### src/rtl/abacus_event_counter_bank.sv
// rtl/abacus_event_counter_bank.sv - parametrised event counter bank with Wishbone window, measurement window and snapshots.
// Optional overflow/window interrupt logic is built when ABACUS_COUNTER_IRQ_EN is defined.
module abacus_event_counter_bank #(
    parameter logic [31:0] BASE_ADDR     = 32'hf0030000,
    parameter int          NUM_CHANNELS  = 8,
    parameter int          COUNTER_WIDTH = 48
) (
    input  logic                    clk,
    input  logic                    rst,
    input  logic [NUM_CHANNELS-1:0] events,
    input  logic                    wb_cyc,
    input  logic                    wb_stb,
    input  logic                    wb_we,
    input  logic [31:0]             wb_adr,
    input  logic [31:0]             wb_dat_i,
    output logic [31:0]             wb_dat_o,
    output logic                    wb_ack,
    output logic                    irq
);

    localparam int N  = NUM_CHANNELS;
    localparam int CW = COUNTER_WIDTH;

    localparam logic [1:0] ST_IDLE = 2'd0;
    localparam logic [1:0] ST_RUN  = 2'd1;
    localparam logic [1:0] ST_DONE = 2'd2;

    localparam logic [CW-1:0] CNT_MAX = '1;
    localparam logic [CW-1:0] CNT_ONE = 1;

    logic          ack_q, ack_d;
    logic [31:0]   dat_q, dat_d;
    logic          enable_q, enable_d;
    logic          sat_q, sat_d;
    logic          wmode_q, wmode_d;
    logic [N-1:0]  chan_en_q, chan_en_d;
    logic [N-1:0]  ovf_q, ovf_d;
    logic [31:0]   win_len_q, win_len_d;
    logic [31:0]   remain_q, remain_d;
    logic [1:0]    state_q, state_d;
    logic          wdone_q, wdone_d;
    logic [31:0]   irq_en_q, irq_en_d;
    logic          irq_q, irq_d;
    logic [CW-1:0] cnt_q [N];
    logic [CW-1:0] cnt_d [N];
    logic [CW-1:0] snap_q [N];
    logic [CW-1:0] snap_d [N];

    logic        req, in_win, wr;
    logic [11:0] off;
    logic        wr_ctrl, wr_chan, wr_ovf, wr_wlen, wr_status, wr_irqen;
    logic        clear, snap_take, wdone_set, count_ok;
    logic [N-1:0] ovf_set;
    logic [31:0] rdata;
    logic [63:0] snap_ext;

    assign req       = wb_cyc & wb_stb & ~ack_q;
    assign in_win    = (wb_adr[31:12] == BASE_ADDR[31:12]);
    assign off       = wb_adr[11:0];
    assign wr        = req & wb_we & in_win;
    assign wr_ctrl   = wr && (off == 12'h000);
    assign wr_chan   = wr && (off == 12'h004);
    assign wr_ovf    = wr && (off == 12'h008);
    assign wr_wlen   = wr && (off == 12'h00C);
    assign wr_status = wr && (off == 12'h014);
    assign wr_irqen  = wr && (off == 12'h018);
    assign clear     = wr_ctrl & wb_dat_i[2];

    always_comb begin
        enable_d  = enable_q;
        sat_d     = sat_q;
        wmode_d   = wmode_q;
        chan_en_d = chan_en_q;
        win_len_d = win_len_q;
        remain_d  = remain_q;
        state_d   = state_q;
        wdone_d   = wdone_q;
        ovf_set   = '0;
        wdone_set = 1'b0;
        snap_take = wr_ctrl & wb_dat_i[3];

        if (wr_ctrl) begin
            enable_d = wb_dat_i[0];
            sat_d    = wb_dat_i[1];
            wmode_d  = wb_dat_i[4];
        end
        if (wr_chan) chan_en_d = wb_dat_i[N-1:0];
        if (wr_wlen) win_len_d = wb_dat_i;

        case (state_q)
            ST_IDLE: begin
                if (wr_ctrl && wb_dat_i[0] && wb_dat_i[4]) begin
                    remain_d = win_len_q;
                    if (win_len_q == 32'd0) begin
                        state_d   = ST_DONE;
                        enable_d  = 1'b0;
                        snap_take = 1'b1;
                        wdone_set = 1'b1;
                    end else begin
                        state_d = ST_RUN;
                    end
                end
            end
            ST_RUN: begin
                // The DONE transition happens one cycle after REMAIN hits 0 so the
                // automatic snapshot includes the event counted on the last window cycle.
                if (remain_q != 32'd0) begin
                    remain_d = remain_q - 32'd1;
                end else begin
                    state_d   = ST_DONE;
                    enable_d  = 1'b0;
                    snap_take = 1'b1;
                    wdone_set = 1'b1;
                end
            end
            ST_DONE: begin
                if (wr_ctrl && (!wb_dat_i[0] || wb_dat_i[2])) state_d = ST_IDLE;
            end
            default: state_d = ST_IDLE;
        endcase

        count_ok = enable_q && (state_q != ST_DONE) &&
                   !((state_q == ST_RUN) && (remain_q == 32'd0));

        for (int i = 0; i < N; i++) begin
            cnt_d[i]  = cnt_q[i];
            snap_d[i] = snap_take ? cnt_q[i] : snap_q[i];
            if (count_ok && chan_en_q[i] && events[i]) begin
                if (cnt_q[i] == CNT_MAX) begin
                    ovf_set[i] = 1'b1;
                    if (!sat_q) cnt_d[i] = '0;
                end else begin
                    cnt_d[i] = cnt_q[i] + CNT_ONE;
                end
            end
            if (clear) cnt_d[i] = '0;
        end

        // A fresh overflow beats a simultaneous write-1-to-clear.
        ovf_d = (ovf_q & ~(wr_ovf ? wb_dat_i[N-1:0] : {N{1'b0}})) | ovf_set;
        if (clear) ovf_d = '0;

        if (wr_status && wb_dat_i[2]) wdone_d = 1'b0;
        if (wdone_set) wdone_d = 1'b1;
        if (clear) wdone_d = 1'b0;

`ifdef ABACUS_COUNTER_IRQ_EN
        irq_en_d = wr_irqen ? wb_dat_i : irq_en_q;
        irq_d    = (|(ovf_q & irq_en_q[N-1:0])) | (wdone_q & irq_en_q[31]);
`else
        irq_en_d = {31'd0, wr_irqen & 1'b0};
        irq_d    = 1'b0;
`endif
    end

    always_comb begin
        rdata    = '0;
        snap_ext = '0;
        if (in_win) begin
            case (off)
                12'h000: rdata = {27'd0, wmode_q, 2'b00, sat_q, enable_q};
                12'h004: rdata = 32'(chan_en_q);
                12'h008: rdata = 32'(ovf_q);
                12'h00C: rdata = win_len_q;
                12'h010: rdata = remain_q;
                12'h014: rdata = {29'd0, wdone_q, state_q};
                12'h018: rdata = irq_en_q;
                default: rdata = '0;
            endcase
            for (int i = 0; i < N; i++) begin
                if (off[11:8] == 4'h1 && off[7:3] == 5'(i) && off[1:0] == 2'b00) begin
                    snap_ext = 64'(snap_q[i]);
                    rdata    = off[2] ? snap_ext[63:32] : snap_ext[31:0];
                end
            end
        end
        ack_d = req;
        dat_d = (req && !wb_we) ? rdata : 32'd0;
    end

    always_ff @(posedge clk or posedge rst) begin
        if (rst) begin
            ack_q     <= 1'b0;
            dat_q     <= '0;
            enable_q  <= 1'b0;
            sat_q     <= 1'b0;
            wmode_q   <= 1'b0;
            chan_en_q <= '0;
            ovf_q     <= '0;
            win_len_q <= '0;
            remain_q  <= '0;
            state_q   <= ST_IDLE;
            wdone_q   <= 1'b0;
            irq_en_q  <= '0;
            irq_q     <= 1'b0;
            for (int i = 0; i < N; i++) begin
                cnt_q[i]  <= '0;
                snap_q[i] <= '0;
            end
        end else begin
            ack_q     <= ack_d;
            dat_q     <= dat_d;
            enable_q  <= enable_d;
            sat_q     <= sat_d;
            wmode_q   <= wmode_d;
            chan_en_q <= chan_en_d;
            ovf_q     <= ovf_d;
            win_len_q <= win_len_d;
            remain_q  <= remain_d;
            state_q   <= state_d;
            wdone_q   <= wdone_d;
            irq_en_q  <= irq_en_d;
            irq_q     <= irq_d;
            for (int i = 0; i < N; i++) begin
                cnt_q[i]  <= cnt_d[i];
                snap_q[i] <= snap_d[i];
            end
        end
    end

    assign wb_ack   = ack_q;
    assign wb_dat_o = dat_q;
    assign irq      = irq_q;

endmodule

### config.mk
export PLATFORM = sky130hd
export DESIGN_NAME = abacus_event_counter_bank
export DESIGN_NICKNAME = d
export VERILOG_FILES = /design/src/rtl/abacus_event_counter_bank.sv
export SDC_FILE = /design/constraint.sdc
export NUM_CORES = 2
export LEC_CHECK = 0
export ABC_AREA = 1
export CAP_MARGIN = 20
export CORE_MARGIN = 3
export CORE_UTILIZATION = 52
export CTS_BUF_LIST = sky130_fd_sc_hd__clkbuf_4
export CTS_CLUSTER_SIZE = 12
export DETAILED_ROUTE_END_ITERATION = 6
export GPL_ROUTABILITY_DRIVEN = 0
export GPL_TIMING_DRIVEN = 1
export PLACE_DENSITY = 0.78
export SLEW_MARGIN = 20
export SYNTH_ARGS = -nofsm -noshare
export SYNTH_HDL_FRONTEND = slang
export SYNTH_SLANG_ARGS = --single-unit
### constraint.sdc
create_clock -name clk -period 62.9 [get_ports clk]
set_input_delay 6.29 -clock clk [delete_from_list [all_inputs] [get_ports clk]]
set_output_delay 6.29 -clock clk [all_outputs]
set_load 0.1 [all_outputs]
==> summary.txt <==
Synth
  • Largest family of logic cells by synthesized area: simple AND/OR/NAND/NOR gates
  • Syn_nets: 7538
  • Synth unique cells: 55
  • Synth warn: 0
  • Top cell type by total area after synthesis: dfrtp_1
  • Top-area cell type share of the netlist area: 42.1%
  • Simple-gate share of the synthesized area: 34.8%
  • Post-synthesis cell area: 0.0527 mm²
  • Top cells by area, synth: dfrtp_1, nand2_1, inv_1
  • Synth Area in Adders: 0.214%
  • #FFs+latches synth: 887
  • Post-Synth XOR/XNOR Area: 3.29%
  • Synth async-reset ratio: 100%
  • Post-synth EDFFs: 0
  • Synth Area in Compound Gates: 9.79%
  • Synth Instances: 7452
  • Post-synthesis mux area share: 0.513%
  • Ys flop type: dfrtp_1
  • Mean Syn Cell Area: 7.07 µm²
  • Register area share after synthesis: 42.1%

Routing
  • Initial DRC Count: 6259
  • Final ANT Viol Nets: 0
  • Avg WL per Cell: 19.0 µm
  • DR vias/cell: 5.79
  • Via count: 52300
  • DRC viols: 0
  • Routed wire length: 171 mm
  • Total iterations of the first detailed-routing run: 7

Setup path
  • WP buf/inv: 7
  • Startpoint types: input pin
  • Worst Reg2Reg Path Length in Cells: 16
  • CP Capture Point: snap_q[70]
  • Critical-path cell list: clkdlybuf4s50_1 -> nor2_4 -> nand2_1 -> nor2_4 -> nand2_2 -> inv_2 -> nand2_2 -> inv_1 -> nand2_1 -> nand3_4 -> buf_4 -> buf_4 -> buf_12 -> buf_4 -> nand2_1 -> o21ai_1
  • CP max stage delay: 0.89 ns
  • Crit-path max FO: 213
  • RR Endpoint: snap_q[70]
  • CP delay by family, top: buffers and inverters
  • Origin of the critical flop-to-flop path: remain_q[0]
  • Crit. End Element: flop
  • CP arrival: 12.27 ns
  • Critical setup path kind: input pin to flop
  • CP Depth: 16
  • Register-to-Register Setup Slack: 56.48 ns
  • CP startpoint: wb_adr[5]
  • Slowest-stage cell, CP: buf_4
  • CP Data Required Time: 63.95 ns

Placed design
  • Detailed placement HPWL: 122 mm
  • I/O Buffers: 109
  • Cells after DPL: 8618

Cells and area
  • Layout cell share with drive strength beyond 1: 7.74%
  • Most common cell after layout, fill and taps aside: nand2_1
  • Area grow syn2layout: 7.73%
  • Final cell count without fillers: 9018
  • Most frequent cells in the layout: nand2_1, dfrtp_1, inv_1
  • Final Net Count: 7575
  • Layout Utilization: 56.6%

Pwr
  • Clock power share: 45.2%
  • Pwr dens: 19.2 mW/mm²
  • Design Power: 1090 µW
  • Power Internal: 816 µW
  • Static leakage: 0.0249 µW
  • Max VDD drop: 0.0149 mV
  • Power share of the combinational group: 2.5%
  • Sequential power share: 52.3%
  • Switching share of total power: 25.1%
  • Psw: 274 µW

Floorplanning
  • DIE AREA: 0.105 mm²
  • I/O Pins: 111
  • Rows: 116
  • Die X: 324 µm
  • Core area: 0.100 mm²
  • Initial Utilization: 52.6%
  • Die Span Y: 324 µm

Timing
  • Fmax: 89.1 MHz
  • Unrepaired setup endpoints after global routing: no
  • Clock period minus worst slack: 11.22 ns
  • Worst relative slew slack: 24.7%
  • Hold_ws: 0.473 ns
  • Final setup fails: 0
  • Slew @ Worst Pin: 1.13 ns
  • Final Skew: 0.0887 ns
  • Final setup TNS: 0 ns
  • Tcrit/Tclk final: 17.8%
  • Fin. Hold Viols: 0
  • Max Slew Vio Count: 0

Outcome
  • Status: finished clean

Clock tree
  • # resized after CTS: 0
  • Hold-fix buffers, CTS: 0
  • Cts bufs inserted: 226
  • Root buf cell: clkbuf_4
  • H-tree depth: 4
  • CTS tree: yes
  • Sink Count: 887
  • Post-CTS setup repair buffer count: 0
  • Clk Latency, worst-skew pair: 1.19 ns
  • Clock Pin Slew Worst Setup and Hold Paths: 0.06 ns
  • CTS max path bufs: 3

Global routing
  • Grt ovf: 0
  • Largest net degree at the start of global routing: 214
  • Initial antenna violation count: 6
  • First-pass GRT wire length: 270 mm
  • Vias in the first global route: 49100
  • GR Util All Layers: 32.0%

Job
  • Maxcap violations: 0

Min path
  • Hold depth: 1
  • HP Class: flop to flop
## worst min path at each step
stage	from	end	slack (ns)
final	wb_ack	wb_ack	0.47
after CTS	wb_ack	wb_ack	0.48
after floorplan	wmode_q	wmode_q	0.45
after global placement	wb_ack	wb_ack	0.46
after global routing	wb_ack	wb_ack	0.51
after detailed placement	wb_ack	wb_ack	0.47
## metal layers
layer / track usage, % / routed length [µm]
met5: 0 / 38
met4: 20.8 / 11500
met3: 8.93 / 19100
met2: 47.4 / 74100
met1: 41.2 / 66500
## power by group through the flow
stage | clock, µW | combinational, µW | sequential (µW)
2_1_floorplan | 0 | 14.9 | 582
3_3_place_gp | 0 | 27.3 | 581
3_5_place_dp | 0 | 27.4 | 581
4_1_cts | 501 | 27.5 | 570
5_1_grt | 534 | 30.2 | 570
6_report | 493 | 27.0 | 570
## cell type report
class	count	area, µm²
inverter	792	2990
fill	9417	43500
clock buffer	320	2400
multi-input combinational	5432	25600
tap	1357	1700
clock inverter	72	399
timing repair buffer	150	1450
sequential	887	22200
antenna	8	20.0
## synth_stat cells (5+ instances only)
| master | count |
|---|---|
| nand2_1 | 2277 |
| dfrtp_1 | 887 |
| inv_1 | 766 |
| nor2_1 | 748 |
| nand3_1 | 492 |
| o21ai_0 | 431 |
| o21ai_1 | 291 |
| nor3_1 | 259 |
| nand4_1 | 217 |
| xor2_1 | 166 |
| clkbuf_1 | 161 |
| a21oi_1 | 92 |
| buf_2 | 86 |
| nand3b_1 | 68 |
| o211ai_1 | 64 |
| or2_2 | 60 |
| buf_6 | 51 |
| xnor2_1 | 32 |
| buf_4 | 28 |
| nor4_1 | 28 |
| mux2_2 | 24 |
| inv_2 | 22 |
| nand2_2 | 22 |
| nor3b_1 | 21 |
| nor2_2 | 17 |
| o22ai_1 | 17 |
| o31ai_1 | 16 |
| a211oi_1 | 13 |
| a31o_2 | 13 |
| nor2_4 | 11 |
| buf_1 | 9 |
| ha_1 | 9 |
| o21ai_2 | 7 |
| a31oi_1 | 6 |
| o21a_1 | 5 |
## through the flow
| step | cell area (µm²) | worst slack [ns] |
|---|---|---|
| floorplan | 52700 | 31.68 |
| finish | 56800 | 51.68 |
| detailed placement | 54000 | 50.74 |
| CTS | 56800 | 51.95 |
| global route | 56800 | 51.24 |
| global placement | 54000 | 50.88 |
## kinds of logic after synthesis
family,after synthesis
compound gates,959
xor+xnor,198
fa+ha+maj,9
buf+inv,1133
flops,887
mux,24
other cells,1
simple gates,4241
## flip-flops by register name, indices dropped and copies added (netlist names)
| register | count |
|---|---|
| sat_q | 1 |
| snap_q | 384 |
| wmode_q | 1 |
| wb_ack | 1 |
| win_len_q | 32 |
| ovf_q | 8 |
| wb_dat_o | 32 |
| enable_q | 1 |
| state_q | 2 |
| cnt_q | 384 |
| chan_en_q | 8 |
| remain_q | 32 |
| wdone_q | 1 |
## worst register-to-register path, delay by kind of cell, from the launching register on
family                   cells  cell delay [ns]
AO/OA/AOI/OAI                1             0.12
adder cells (fa/ha/maj)      1             0.32
buffers and inverters        6             3.56
flip-flops                   1             0.42
AND/OR/NAND/NOR              8             1.85
Power figures use the tool's default switching activity.
